## config.mk

```make
export PLATFORM = sky130hd
export DESIGN_NAME = spi_slave
export DESIGN_NICKNAME = d
export VERILOG_FILES = /design/src/rtl/spi_slave.sv
export SDC_FILE = /design/constraint.sdc
export NUM_CORES = 1
export LEC_CHECK = 0
export CAP_MARGIN = 20
export CORE_MARGIN = 4
export CORE_UTILIZATION = 45
export CTS_CLUSTER_DIAMETER = 80
export DETAILED_ROUTE_END_ITERATION = 6
export PLACE_DENSITY = 0.65
export SYNTH_ARGS = -nofsm -noshare
export SYNTH_HDL_FRONTEND = slang
export SYNTH_SLANG_ARGS = --single-unit
```

## constraint.sdc

```tcl
create_clock -name clk -period 3.5 [get_ports clk]
set_input_delay 0.35 -clock clk [delete_from_list [all_inputs] [get_ports clk]]
set_output_delay 0.35 -clock clk [all_outputs]
set_load 0.01 [all_outputs]
```

## src/rtl/spi_slave.sv

```systemverilog
// spi_slave: SPI mode-0 responder with oversampled pins, word-level rx strobe and one-word tx buffer.
// Optional: define SPI_SLAVE_MISO_TRISTATE_EN to release SPI_MISO (1'bz) while idle.  Rev 1.0
`default_nettype none

module spi_slave #(
  parameter int DATA_WIDTH  = 8,
  parameter int SYNC_STAGES = 2
) (
  input  logic                  clk,
  input  logic                  rst,
  input  logic                  SPI_SCLK,
  input  logic                  SPI_CS,
  input  logic                  SPI_MOSI,
  output logic                  SPI_MISO,
  input  logic [DATA_WIDTH-1:0] txData,
  input  logic                  txLoad,
  output logic                  txReady,
  output logic [DATA_WIDTH-1:0] rxData,
  output logic                  rxValid,
  output logic                  frameErr,
  output logic                  busy
);

  localparam int CNT_W = $clog2(DATA_WIDTH) + 1;
  localparam logic [0:0] IDLE   = 1'b0;
  localparam logic [0:0] ACTIVE = 1'b1;

  logic [SYNC_STAGES-1:0] sclk_sync, cs_sync, mosi_sync;
  logic                   sclk_s, cs_s, mosi_s, sclk_d, cs_d;
  logic                   sclk_rise, sclk_fall, cs_rise, cs_fall;

  logic [0:0]            state;
  logic [DATA_WIDTH-1:0] tx_buf;
  logic [DATA_WIDTH-2:0] tx_shift;
  logic                  miso_q;
  logic [DATA_WIDTH-2:0] rx_shift;
  logic [DATA_WIDTH-1:0] rx_word;
  logic [CNT_W-1:0]      bit_cnt;
  logic                  word_done;
  logic                  reload;
  logic [DATA_WIDTH-1:0] next_word;

  // CS synchronizer resets low so a CS already low at reset release produces no fall.
  always_ff @(posedge clk) begin
    if (rst) begin
      sclk_sync <= '0;
      cs_sync   <= '0;
      mosi_sync <= '0;
      sclk_d    <= 1'b0;
      cs_d      <= 1'b0;
    end else begin
      sclk_sync <= {sclk_sync[SYNC_STAGES-2:0], SPI_SCLK};
      cs_sync   <= {cs_sync[SYNC_STAGES-2:0], SPI_CS};
      mosi_sync <= {mosi_sync[SYNC_STAGES-2:0], SPI_MOSI};
      sclk_d    <= sclk_s;
      cs_d      <= cs_s;
    end
  end

  assign sclk_s    = sclk_sync[SYNC_STAGES-1];
  assign cs_s      = cs_sync[SYNC_STAGES-1];
  assign mosi_s    = mosi_sync[SYNC_STAGES-1];
  assign sclk_rise = sclk_s & ~sclk_d;
  assign sclk_fall = ~sclk_s & sclk_d;
  assign cs_rise   = cs_s & ~cs_d;
  assign cs_fall   = ~cs_s & cs_d;
  assign rx_word   = {rx_shift, mosi_s};

  assign reload = ((state == IDLE) && cs_fall) ||
                  ((state == ACTIVE) && !cs_rise && sclk_fall && word_done);

  // Empty buffer with a simultaneous load feeds txData straight into the shifter.
  always_comb begin
    next_word = '0;
    if (!txReady)
      next_word = tx_buf;
    else if (txLoad)
      next_word = txData;
  end

  always_ff @(posedge clk) begin
    if (rst) begin
      state     <= IDLE;
      tx_buf    <= '0;
      txReady   <= 1'b1;
      tx_shift  <= '0;
      miso_q    <= 1'b0;
      rx_shift  <= '0;
      rxData    <= '0;
      rxValid   <= 1'b0;
      frameErr  <= 1'b0;
      busy      <= 1'b0;
      bit_cnt   <= '0;
      word_done <= 1'b0;
    end else begin
      rxValid  <= 1'b0;
      frameErr <= 1'b0;

      if (txLoad && txReady && !reload) begin
        tx_buf  <= txData;
        txReady <= 1'b0;
      end
      if (reload && !txReady)
        txReady <= 1'b1;

      case (state)
        IDLE: begin
          if (cs_fall) begin
            state     <= ACTIVE;
            tx_shift  <= next_word[DATA_WIDTH-2:0];
            miso_q    <= next_word[DATA_WIDTH-1];
            rx_shift  <= '0;
            bit_cnt   <= '0;
            word_done <= 1'b0;
            busy      <= 1'b1;
          end
        end
        ACTIVE: begin
          if (cs_rise) begin
            state     <= IDLE;
            busy      <= 1'b0;
            miso_q    <= 1'b0;
            bit_cnt   <= '0;
            word_done <= 1'b0;
            if (bit_cnt != '0)
              frameErr <= 1'b1;
          end else if (sclk_rise) begin
            rx_shift <= rx_word[DATA_WIDTH-2:0];
            if (bit_cnt == CNT_W'(DATA_WIDTH - 1)) begin
              rxData    <= rx_word;
              rxValid   <= 1'b1;
              bit_cnt   <= '0;
              word_done <= 1'b1;
            end else begin
              bit_cnt <= bit_cnt + CNT_W'(1);
            end
          end else if (sclk_fall) begin
            if (word_done) begin
              tx_shift  <= next_word[DATA_WIDTH-2:0];
              miso_q    <= next_word[DATA_WIDTH-1];
              word_done <= 1'b0;
            end else begin
              miso_q   <= tx_shift[DATA_WIDTH-2];
              tx_shift <= tx_shift << 1;
            end
          end
        end
        default: state <= IDLE;
      endcase
    end
  end

`ifdef SPI_SLAVE_MISO_TRISTATE_EN
  assign SPI_MISO = (state == ACTIVE) ? miso_q : 1'bz;
`else
  assign SPI_MISO = miso_q;
`endif

endmodule

`default_nettype wire
```

==> metrics.txt, run 1 <==
# TYPE chip_impl_metric gauge
chip_impl_metric{name="timing.hold.worst_path_depth",unit=""} 1
chip_impl_metric{name="finalWeightedCongestion",unit=""} 0.796
chip_impl_metric{name="sw_power",unit="W"} 0.000247
chip_impl_info{name="dominantRegCellSynth",value="sky130_fd_sc_hd__dfxtp_1"} 1
chip_impl_metric{name="slew_headroom",unit="%"} 41.9
chip_impl_metric{name="antenna_cells_inserted",unit=""} 0
chip_impl_info{name="worstHoldStart",value="cs_sync[0]"} 1
chip_impl_metric{name="ys_seq_elements",unit=""} 49
chip_impl_metric{name="drt_iter0_drc",unit=""} 128
chip_impl_info{name="worstReg2RegStart",value="state"} 1
chip_impl_metric{name="io-pin-count",unit=""} 27
chip_impl_info{name="tritoncts_clock_tree",value="built"} 1
chip_impl_metric{name="postCtsSetupBuffers",unit=""} 0
chip_impl_metric{name="detail_route.drc_violations",unit=""} 0
chip_impl_metric{name="power.static_leakage",unit="nW"} 0.960
chip_impl_metric{name="yosys_warnings",unit=""} 0
chip_impl_info{name="worst_hold_path_ep",value="cs_sync[1]"} 1
chip_impl_metric{name="power_per_cell_area",unit="nW/um2"} 393
chip_impl_metric{name="time_the_worst_path_needs_with_i_o_delays_and_setup",unit="ns"} 2.01
chip_impl_metric{name="clkPwrFrac",unit="%"} 33.4
chip_impl_info{name="cp-end-kind",value="flip-flop"} 1
chip_impl_metric{name="nNetsFinal",unit=""} 283
chip_impl_info{name="netlist.top_cell.by_area",value="sky130_fd_sc_hd__dfxtp_1"} 1
chip_impl_metric{name="critical_path_arrival",unit="ns"} 2.24
chip_impl_info{name="cts-root-buf",value="sky130_fd_sc_hd__clkbuf_8"} 1
chip_impl_metric{name="via_count",unit=""} 1705
chip_impl_info{name="rsz0062_at_grt",value="no"} 1
chip_impl_metric{name="routed_wirelength",unit="um"} 3980
chip_impl_metric{name="core-area",unit="um2"} 4720
chip_impl_metric{name="detailed_place.area",unit="um2"} 2460
chip_impl_metric{name="final_layout_size_suffix_gt1_share",unit="%"} 5.64
chip_impl_metric{name="power.combinational.fraction",unit="%"} 8.4
chip_impl_info{name="worst_r2r_endpoint",value="tx_buf[3]"} 1
chip_impl_metric{name="clk_path_buf_depth",unit=""} 2
chip_impl_metric{name="cts-hold-fix-buffers",unit=""} 0
chip_impl_metric{name="gr-total-overflow",unit=""} 0
chip_impl_metric{name="die_width",unit="um"} 77.8
chip_impl_metric{name="io_buffer_count",unit=""} 26
chip_impl_metric{name="grt_use_total",unit="%"} 14.2
chip_impl_metric{name="grt_first_pass_wirelength",unit="um"} 6980
chip_impl_metric{name="area_growth_syn_to_layout",unit="%"} 16.4
chip_impl_metric{name="fin_area",unit="um2"} 2550
chip_impl_metric{name="yosysTopAreaCellShare",unit="%"} 44.8
chip_impl_metric{name="finalCritPeriodShare",unit="%"} 57.4
chip_impl_metric{name="antenna_violating_nets_post_route",unit=""} 0
chip_impl_metric{name="fmax",unit="MHz"} 498
chip_impl_info{name="worst_setup_path_category",value="flip-flop to flip-flop"} 1
chip_impl_metric{name="drt_pass1_iterations",unit=""} 4
chip_impl_metric{name="final.setup_skew",unit="ns"} 0.00821
chip_impl_metric{name="worstMarginPinSlew",unit="ns"} 0.868
chip_impl_metric{name="internal-power",unit="W"} 0.000756
chip_impl_metric{name="htree_levels",unit=""} 2
chip_impl_metric{name="cts.clk_slew.worst_paths",unit="ns"} 0.09
chip_impl_metric{name="dp_hpwl",unit="um"} 2740
chip_impl_metric{name="initial_utilization",unit="%"} 46.4
chip_impl_metric{name="peakVddDrop",unit="mV"} 0.273
chip_impl_info{name="result_of_the_run",value="complete, no violations"} 1
chip_impl_metric{name="postCtsResizedCells",unit=""} 0
chip_impl_metric{name="grt_antenna_before_repair",unit=""} 0
chip_impl_info{name="post_synth_most_frequent_cells",value="sky130_fd_sc_hd__dfxtp_1, sky130_fd_sc_hd__nand2b_1, sky130_fd_sc_hd__nor2_1, sky130_fd_sc_hd__a21oi_1, sky130_fd_sc_hd__nand2_1"} 1
chip_impl_metric{name="num_rows",unit=""} 25
chip_impl_metric{name="die_y",unit="um"} 77.8
chip_impl_metric{name="floorplan.die_area",unit="um2"} 6050
chip_impl_metric{name="report.final.setup_viol",unit=""} 0
chip_impl_metric{name="power_share_of_the_sequential_group",unit="%"} 58.3
chip_impl_metric{name="via_count_of_the_first_global_routing_pass",unit=""} 1492
chip_impl_metric{name="report.final.hold_viol_count",unit=""} 0
chip_impl_metric{name="clock_insertion_delay_worst_skew",unit="ns"} 0.31
chip_impl_metric{name="synthesized_netlist_cell_count",unit=""} 248
chip_impl_info{name="hold_path.class",value="flip-flop to flip-flop"} 1
chip_impl_metric{name="fin_setup_tns",unit="ns"} 0
chip_impl_metric{name="cts_buffers",unit=""} 5
chip_impl_metric{name="synth-edff-count",unit=""} 0
chip_impl_metric{name="max-cap-violations",unit=""} 0
chip_impl_metric{name="ff2ff_path_depth",unit=""} 4
chip_impl_metric{name="ys_async_sr_fraction",unit="%"} 0
chip_impl_metric{name="drt-wirelength-per-cell",unit="um"} 11.9
chip_impl_metric{name="cts_num_sinks",unit=""} 49
chip_impl_info{name="yosys.cell_count.top_type",value="sky130_fd_sc_hd__dfxtp_1"} 1
chip_impl_metric{name="via_per_inst",unit=""} 5.12
chip_impl_metric{name="syn-mean-instance-area",unit="um2"} 8.83
chip_impl_metric{name="slew_violations",unit=""} 0
chip_impl_metric{name="regToRegSetupSlack",unit="ns"} 1.49
chip_impl_metric{name="timing.critical_path.required",unit="ns"} 3.73
chip_impl_metric{name="crit_path_max_fo",unit=""} 21
chip_impl_metric{name="synthesized_netlist_net_count",unit=""} 266
chip_impl_metric{name="p_sw_share",unit="%"} 24.7
chip_impl_info{name="setup.worst_path.start",value="state"} 1
chip_impl_metric{name="netlist_area",unit="um2"} 2190
chip_impl_metric{name="synth-seq-area-share",unit="%"} 44.8
chip_impl_info{name="worst_setup_sp_type",value="flip-flop"} 1
chip_impl_metric{name="synth.lib_cells_used.distinct",unit=""} 34
chip_impl_info{name="synth_area_leaders",value="sky130_fd_sc_hd__dfxtp_1, sky130_fd_sc_hd__mux2i_1, sky130_fd_sc_hd__nand2b_1"} 1
chip_impl_metric{name="grt_start_max_net_pins",unit=""} 27
-- worst max-delay path by stage --
stage	slack [ns]	cells after the start	to
2_1_floorplan	2.00	7	tx_shift[6]
3_3_place_gp	1.48	4	tx_buf[3]
3_5_place_dp	1.46	4	tx_buf[2]
4_1_cts	1.49	4	tx_buf[7]
5_1_grt	1.31	6	tx_shift[4]
6_report	1.49	4	tx_buf[3]
-- per-layer routing --
| layer | vias to the layer above | global-route usage [%] | part of all wire (%) |
|---|---|---|---|
| li1 | 888 | - | - |
| met1 | 773 | 20.2 | 52 |
| met2 | 37 | 20.2 | 41 |
| met3 | 7 | 2.78 | 4.7 |
| met4 | 0 | 6.94 | 2.0 |
| met5 | - | 0 | 0 |
-- power by group through the flow --
stage	sequential [W]	clock (W)	combinational, W
6_report	0.000585	0.000335	0.0000840
5_1_grt	0.000588	0.000370	0.0000936
3_5_place_dp	0.000598	0	0.0000848
2_1_floorplan	0.000592	0	0.0000590
4_1_cts	0.000585	0.000346	0.0000849
3_3_place_gp	0.000598	0	0.0000839
-- flip-flops by register name (all words and copies together), names as in the netlist --
register   count
tx_buf         8
rx_shift       7
cs_sync        2
state          1
mosi_sync      2
frameErr       1
txReady        1
cs_d           1
sclk_d         1
busy           1
rxValid        1
tx_shift       7
word_done      1
bit_cnt        4
SPI_MISO       1
rxData         8
sclk_sync      2
-- layout by cell type (no fill, tap or decap), types with 2 or more instances in the layout --
cell                              netlist  routed
sky130_fd_sc_hd__nand2_1               20      20
sky130_fd_sc_hd__clkbuf_8               0       5
sky130_fd_sc_hd__a31oi_1                2       2
sky130_fd_sc_hd__a311o_1                6       6
sky130_fd_sc_hd__buf_4                  0       2
sky130_fd_sc_hd__nand4_1                9       9
sky130_fd_sc_hd__nand3_1               16      16
sky130_fd_sc_hd__inv_1                  8       8
sky130_fd_sc_hd__dfxtp_1               49      49
sky130_fd_sc_hd__nand2b_1              23      23
sky130_fd_sc_hd__mux2i_1               16      16
sky130_fd_sc_hd__clkdlybuf4s50_1        0      26
sky130_fd_sc_hd__ha_1                   4       4
sky130_fd_sc_hd__o21ai_0                7       7
sky130_fd_sc_hd__a21oi_1               20      20
sky130_fd_sc_hd__nor2b_1               12      12
sky130_fd_sc_hd__nand3b_1               2       2
sky130_fd_sc_hd__clkinv_4               0       2
sky130_fd_sc_hd__nor2_1                21      21
-- critical path, cell delays in order (launching register included) --
cell and delay (ns):
sky130_fd_sc_hd__dfxtp_1 0.75, sky130_fd_sc_hd__or3b_1 0.35, sky130_fd_sc_hd__nand3_1 0.16, sky130_fd_sc_hd__a31oi_4 0.43
sky130_fd_sc_hd__mux2i_1 0.24
-- kinds of logic after synthesis --
group	Yosys count	synth area share, %
AO/OA/AOI/OAI	42	12.9
adder cells (fa/ha/maj)	4	2.28
buffers and inverters	26	5.48
flip-flops	49	44.8
multiplexers	17	7.82
AND/OR/NAND/NOR	110	26.8
-- stage by stage --
step | total power (W) | std cells | hold WS, ns | setup slack [ns] | utilization (%)
after floorplan | 0.000651 | 248 | 0.414 | 2.00 | -
after global placement | 0.000681 | 325 | 0.417 | 1.48 | 52.1
after detailed placement | 0.000682 | 325 | 0.422 | 1.46 | 52.1
after CTS | 0.00102 | 333 | 0.443 | 1.49 | 54.0
after global routing | 0.00105 | 333 | 0.465 | 1.31 | 54.0
final | 0.00100 | 333 | 0.441 | 1.49 | 54.0
-- final cells by class --
cell class,instances,area [um2]
multi-input combinational,173,1090
tap,67,83.8
clock buffer,5,68.8
timing repair buffer,28,275
inverter,8,30.0
sequential,49,981
fill,443,2170
clock inverter,3,22.5
(Power assumes the default switching activity.)
==> run 2, diff against run 1 <==
- clock period: 3.5 -> 1.9 ns (I/O delays scaled with it)
==> metrics.txt, run 2 (synthesized netlist as in run 1, its figures left out) <==
# TYPE chip_impl_metric gauge
chip_impl_info{name="result_of_the_run",value="complete, no violations"} 1
chip_impl_metric{name="drt_iter0_drc",unit=""} 123
chip_impl_metric{name="dp_hpwl",unit="um"} 2900
chip_impl_metric{name="cts.clk_slew.worst_paths",unit="ns"} 0.09
chip_impl_info{name="hold_path.class",value="input pin to flip-flop"} 1
chip_impl_metric{name="nNetsFinal",unit=""} 291
chip_impl_metric{name="drt-wirelength-per-cell",unit="um"} 12.5
chip_impl_info{name="worst_setup_path_category",value="flip-flop to flip-flop"} 1
chip_impl_metric{name="detailed_place.area",unit="um2"} 2530
chip_impl_metric{name="crit_path_max_fo",unit=""} 11
chip_impl_metric{name="postCtsSetupBuffers",unit=""} 0
chip_impl_metric{name="io-pin-count",unit=""} 27
chip_impl_metric{name="die_width",unit="um"} 77.8
chip_impl_metric{name="max-cap-violations",unit=""} 0
chip_impl_metric{name="finalCritPeriodShare",unit="%"} 87.8
chip_impl_metric{name="peakVddDrop",unit="mV"} 0.456
chip_impl_metric{name="via_count_of_the_first_global_routing_pass",unit=""} 1496
chip_impl_metric{name="gr-total-overflow",unit=""} 0
chip_impl_metric{name="via_count",unit=""} 1722
chip_impl_metric{name="core-area",unit="um2"} 4720
chip_impl_metric{name="io_buffer_count",unit=""} 26
chip_impl_metric{name="fin_area",unit="um2"} 2620
chip_impl_info{name="cts-root-buf",value="sky130_fd_sc_hd__clkbuf_8"} 1
chip_impl_metric{name="slew_headroom",unit="%"} 72.7
chip_impl_metric{name="time_the_worst_path_needs_with_i_o_delays_and_setup",unit="ns"} 1.67
chip_impl_info{name="worst_setup_sp_type",value="flip-flop"} 1
chip_impl_metric{name="final.setup_skew",unit="ns"} 0.00538
chip_impl_metric{name="clock_insertion_delay_worst_skew",unit="ns"} 0.30
chip_impl_metric{name="finalWeightedCongestion",unit=""} 0.799
chip_impl_metric{name="critical_path_arrival",unit="ns"} 1.90
chip_impl_metric{name="power.static_leakage",unit="nW"} 0.992
chip_impl_metric{name="report.final.setup_viol",unit=""} 0
chip_impl_metric{name="cts_buffers",unit=""} 5
chip_impl_metric{name="power_per_cell_area",unit="nW/um2"} 707
chip_impl_metric{name="report.final.hold_viol_count",unit=""} 0
chip_impl_metric{name="timing.critical_path.required",unit="ns"} 2.13
chip_impl_metric{name="antenna_cells_inserted",unit=""} 0
chip_impl_metric{name="antenna_violating_nets_post_route",unit=""} 0
chip_impl_metric{name="timing.hold.ws",unit="ns"} 0.431
chip_impl_info{name="rsz0062_at_grt",value="no"} 1
chip_impl_metric{name="final_layout_size_suffix_gt1_share",unit="%"} 8.03
chip_impl_metric{name="worstMarginPinSlew",unit="ns"} 0.405
chip_impl_metric{name="die_y",unit="um"} 77.8
chip_impl_metric{name="via_per_inst",unit=""} 5.05
chip_impl_metric{name="cts-hold-fix-buffers",unit=""} 0
chip_impl_metric{name="floorplan.die_area",unit="um2"} 6050
chip_impl_metric{name="grt_use_total",unit="%"} 14.7
chip_impl_metric{name="detail_route.drc_violations",unit=""} 0
chip_impl_metric{name="grt_start_max_net_pins",unit=""} 57
chip_impl_metric{name="htree_levels",unit=""} 2
chip_impl_metric{name="initial_utilization",unit="%"} 46.4
chip_impl_metric{name="routed_wirelength",unit="um"} 4270
chip_impl_metric{name="postCtsResizedCells",unit=""} 0
chip_impl_info{name="tritoncts_clock_tree",value="built"} 1
chip_impl_metric{name="fin_setup_tns",unit="ns"} 0
chip_impl_metric{name="clk_path_buf_depth",unit=""} 2
chip_impl_info{name="mostFrequentLayoutCells",value="sky130_fd_sc_hd__dfxtp_1, sky130_fd_sc_hd__clkdlybuf4s50_1, sky130_fd_sc_hd__nand2b_1, sky130_fd_sc_hd__nor2_1"} 1
chip_impl_metric{name="drt_pass1_iterations",unit=""} 6
chip_impl_metric{name="fmax",unit="MHz"} 600
chip_impl_metric{name="area_growth_syn_to_layout",unit="%"} 19.6
chip_impl_metric{name="cts_num_sinks",unit=""} 49
chip_impl_metric{name="num_rows",unit=""} 25
chip_impl_info{name="cp-end-kind",value="flip-flop"} 1
chip_impl_info{name="mostFrequentLayoutCell",value="sky130_fd_sc_hd__dfxtp_1"} 1
chip_impl_info{name="top_regs",value="rxData: 8 flops, tx_buf: 8 flops"} 1
chip_impl_metric{name="grt_antenna_before_repair",unit=""} 0
chip_impl_metric{name="grt_first_pass_wirelength",unit="um"} 7170
chip_impl_metric{name="slew_violations",unit=""} 0
==> run 2: cell types whose count changed in the layout (fill, tap and decap cells not counted), sizes merged <==
cell	delta
buf	+8
clkbuf	+1
clkinv	-3
clkinvlp	+2
==> run 2: layer usage <==
metal | part of all wire, % | track usage (%) | vias to the layer above
li1 | - | - | 900
met1 | 54 | 22.8 | 781
met5 | 0 | 0 | -
met2 | 40 | 19.5 | 36
met3 | 4.6 | 3.83 | 5
met4 | 1.1 | 4.45 | 0
==> run 2: worst max-delay path, stage by stage, from the launching register on <==
cell and delay [ns]:
sky130_fd_sc_hd__dfxtp_1 0.53, sky130_fd_sc_hd__or3b_1 0.29, sky130_fd_sc_hd__nand3_1 0.15, sky130_fd_sc_hd__a31oi_4 0.39, sky130_fd_sc_hd__mux2i_1 0.23
==> run 2: final timing paths <==
check / startpoint / endpoint / slack, ns / depth (start not counted)
worst min register to register: sclk_sync[0] / sclk_sync[1] / 0.44 / 1
worst min-delay path: SPI_MOSI / mosi_sync[0] / 0.43 / 2
worst max register to register: state / tx_buf[4] / 0.23 / 4
worst max-delay path: state / tx_buf[4] / 0.23 / 4
==> run 2: layout make-up <==
class | instances | area (um2)
Clock buffer | 6 | 72.6
Sequential cell | 49 | 981
Clock inverter | 2 | 15.0
Timing Repair Buffer | 36 | 348
Inverter | 8 | 30.0
Fill cell | 429 | 2100
Tap cell | 67 | 83.8
Multi-Input combinational cell | 173 | 1090
==> run 2: power breakdown <==
part           internal (W)  leakage (nW)  switching, W
logic             0.0000883         0.557     0.0000856
clock network      0.000260        0.0374      0.000345
registers           0.00105         0.398     0.0000199
==> run 2: stage by stage <==
stage                     setup WS [ns]  total power (W)  cells  utilization [%]
after floorplan                   0.402          0.00120    248                -
after global placement            0.277          0.00127    333             53.6
after detailed placement          0.236          0.00127    333             53.6
after CTS                         0.224          0.00187    341             55.5
after global routing             0.0505          0.00193    341             55.5
final                             0.232          0.00185    341             55.5
==> run 3, diff against run 2 <==
- CTS_BUF_LIST: unset -> sky130_fd_sc_hd__clkbuf_8
==> metrics.txt, run 3 (synthesized netlist as in run 1, its figures left out) <==
# TYPE chip_impl_metric gauge
chip_impl_info{name="result_of_the_run",value="complete, no violations"} 1
chip_impl_metric{name="drt-wirelength-per-cell",unit="um"} 12.5
chip_impl_metric{name="power_per_cell_area",unit="nW/um2"} 704
chip_impl_metric{name="die_y",unit="um"} 77.8
chip_impl_metric{name="regToRegSetupSlack",unit="ns"} 0.24
chip_impl_metric{name="via_per_inst",unit=""} 5.03
chip_impl_metric{name="worst_path_largest_cell_delay",unit="ns"} 0.34
chip_impl_info{name="rsz0062_at_grt",value="no"} 1
chip_impl_info{name="hold_path.class",value="input pin to flip-flop"} 1
chip_impl_metric{name="final.fill_count",unit=""} 429
chip_impl_metric{name="drt_pass1_iterations",unit=""} 6
chip_impl_metric{name="dp_hpwl",unit="um"} 2900
chip_impl_metric{name="power.static_leakage",unit="nW"} 0.996
chip_impl_metric{name="place_inst",unit=""} 333
chip_impl_info{name="worst_setup_path_category",value="flip-flop to flip-flop"} 1
chip_impl_metric{name="routed_wirelength",unit="um"} 4250
chip_impl_metric{name="via_count",unit=""} 1715
chip_impl_metric{name="slew_headroom",unit="%"} 72.2
chip_impl_metric{name="met1_usage",unit="%"} 22.8
chip_impl_metric{name="finalWeightedCongestion",unit=""} 0.799
chip_impl_metric{name="detail_route.drc_violations",unit=""} 0
chip_impl_metric{name="report.final.hold_viol_count",unit=""} 0
chip_impl_metric{name="multi_input_comb_area",unit="um2"} 1090
chip_impl_metric{name="layout.area.seq",unit="um2"} 981
chip_impl_metric{name="crit_path_max_fo",unit=""} 14
chip_impl_info{name="mostFrequentLayoutCell",value="sky130_fd_sc_hd__dfxtp_1"} 1
chip_impl_metric{name="critical_path_arrival",unit="ns"} 1.90
chip_impl_info{name="cp-end-kind",value="flip-flop"} 1
chip_impl_metric{name="postCtsSetupBuffers",unit=""} 0
chip_impl_metric{name="htree_levels",unit=""} 2
chip_impl_metric{name="setup_ws",unit="ns"} 0.236
chip_impl_metric{name="core-area",unit="um2"} 4720
chip_impl_metric{name="drt_iter0_drc",unit=""} 123
chip_impl_metric{name="grt_use_met3",unit="%"} 3.83
chip_impl_metric{name="cts.clk_slew.worst_paths",unit="ns"} 0.09
chip_impl_metric{name="via_count_of_the_first_global_routing_pass",unit=""} 1496
chip_impl_metric{name="grt_use_total",unit="%"} 14.7
chip_impl_metric{name="cts_buffers",unit=""} 5
chip_impl_info{name="worst_setup_sp_type",value="flip-flop"} 1
chip_impl_metric{name="cts-hold-fix-buffers",unit=""} 0
chip_impl_info{name="cpMaxStageDelayCell",value="sky130_fd_sc_hd__dfxtp_1"} 1
chip_impl_info{name="top_regs",value="rxData: 8 flops, tx_buf: 8 flops"} 1
chip_impl_metric{name="postCtsResizedCells",unit=""} 0
chip_impl_metric{name="final.setup_skew",unit="ns"} 0.00559
chip_impl_metric{name="finalCritPeriodShare",unit="%"} 87.6
chip_impl_metric{name="report.final.setup_viol",unit=""} 0
chip_impl_info{name="mostFrequentLayoutCells",value="sky130_fd_sc_hd__dfxtp_1, sky130_fd_sc_hd__clkdlybuf4s50_1, sky130_fd_sc_hd__nand2b_1, sky130_fd_sc_hd__nor2_1"} 1
chip_impl_info{name="cts-root-buf",value="sky130_fd_sc_hd__clkbuf_8"} 1
chip_impl_metric{name="grt_antenna_before_repair",unit=""} 0
chip_impl_metric{name="time_the_worst_path_needs_with_i_o_delays_and_setup",unit="ns"} 1.66
chip_impl_info{name="crit_path_end",value="tx_shift[2]"} 1
chip_impl_metric{name="place_worst_setup_slack",unit="ns"} 0.236
chip_impl_metric{name="fin_setup_tns",unit="ns"} 0
chip_impl_metric{name="cts_num_sinks",unit=""} 49
chip_impl_info{name="setup.worst_path.start",value="sclk_d"} 1
chip_impl_metric{name="area_growth_syn_to_layout",unit="%"} 19.6
chip_impl_metric{name="final_layout_size_suffix_gt1_share",unit="%"} 8.03
chip_impl_info{name="critical_path.cell_chain",value="inv_1, ha_1, nor2b_1, a31oi_2, buf_4, a311o_1, a21oi_1"} 1
chip_impl_info{name="tritoncts_clock_tree",value="built"} 1
chip_impl_metric{name="worstMarginPinSlew",unit="ns"} 0.417
chip_impl_metric{name="max-cap-violations",unit=""} 0
chip_impl_metric{name="slew_violations",unit=""} 0
chip_impl_metric{name="ff2ff_path_depth",unit=""} 7
chip_impl_metric{name="tot_pwr",unit="W"} 0.00185
chip_impl_metric{name="grt_first_pass_wirelength",unit="um"} 7170
chip_impl_metric{name="globalRouteMet2Util",unit="%"} 19.5
chip_impl_metric{name="grt_start_max_net_pins",unit=""} 57
chip_impl_info{name="worst_r2r_endpoint",value="tx_shift[2]"} 1
chip_impl_metric{name="clock_insertion_delay_worst_skew",unit="ns"} 0.30
chip_impl_metric{name="fmax",unit="MHz"} 601
chip_impl_metric{name="nNetsFinal",unit=""} 291
chip_impl_metric{name="antenna_cells_inserted",unit=""} 0
chip_impl_metric{name="clk_path_buf_depth",unit=""} 2
chip_impl_metric{name="io_buffer_count",unit=""} 26
chip_impl_info{name="worstReg2RegStart",value="sclk_d"} 1
chip_impl_info{name="global_route_layer_with_the_greatest_usage",value="met1"} 1
chip_impl_metric{name="initial_utilization",unit="%"} 46.4
chip_impl_metric{name="peakVddDrop",unit="mV"} 0.457
chip_impl_metric{name="io-pin-count",unit=""} 27
chip_impl_metric{name="timing.critical_path.required",unit="ns"} 2.14
chip_impl_metric{name="gr-total-overflow",unit=""} 0
chip_impl_metric{name="die_width",unit="um"} 77.8
chip_impl_metric{name="antenna_violating_nets_post_route",unit=""} 0
chip_impl_metric{name="floorplan.die_area",unit="um2"} 6050
chip_impl_metric{name="fin_cells",unit=""} 341
chip_impl_metric{name="num_rows",unit=""} 25
## run 3: worst min-delay path by stage
stage / start / end / depth (start not counted)
after floorplan: SPI_CS / cs_sync[0] / 1
after global placement: cs_sync[0] / cs_sync[1] / 1
after detailed placement: sclk_sync[0] / sclk_sync[1] / 1
after CTS: SPI_MOSI / mosi_sync[0] / 2
after global routing: SPI_MOSI / mosi_sync[0] / 2
final: SPI_MOSI / mosi_sync[0] / 2
## run 3: report_power, final
part	switching [W]	internal, W
clock	0.000344	0.000254
sequential	0.0000199	0.00105
combinational	0.0000855	0.0000883
## run 3: layout make-up
type                    count  share of cell area [%]
clock buffers               5                    2.63
well taps                  67                    3.20
multi-input cells         173                    41.6
clock inverters             3                   0.716
flip-flops and latches     49                    37.4
repair buffers             36                    13.3
inverters                   8                    1.15
## run 3: through the flow
| step | cell area [um2] | hold slack [ns] | utilization, % |
|---|---|---|---|
| final | 2620 | 0.431 | 55.5 |
| after global routing | 2620 | 0.416 | 55.5 |
| after CTS | 2620 | 0.420 | 55.5 |
| after detailed placement | 2530 | 0.428 | 53.6 |
| after global placement | 2530 | 0.416 | 53.6 |
| after floorplan | 2190 | 0.318 | - |
## run 3: per-layer routing
| metal | up-vias | wire [um] |
|---|---|---|
| met3 | 5 | 168 |
| met2 | 33 | 1710 |
| met5 | - | 0 |
| met4 | 0 | 48 |
| li1 | 900 | - |
| met1 | 777 | 2320 |
## run 3: critical path, delay by kind of cell, from the launching register on
family	cells	cell delay [ns]
AOI/OAI and AO/OA	3	0.52
adders and majority gates	1	0.29
buffers and inverters	2	0.24
DFF	1	0.34
and+or+nand+nor	1	0.21
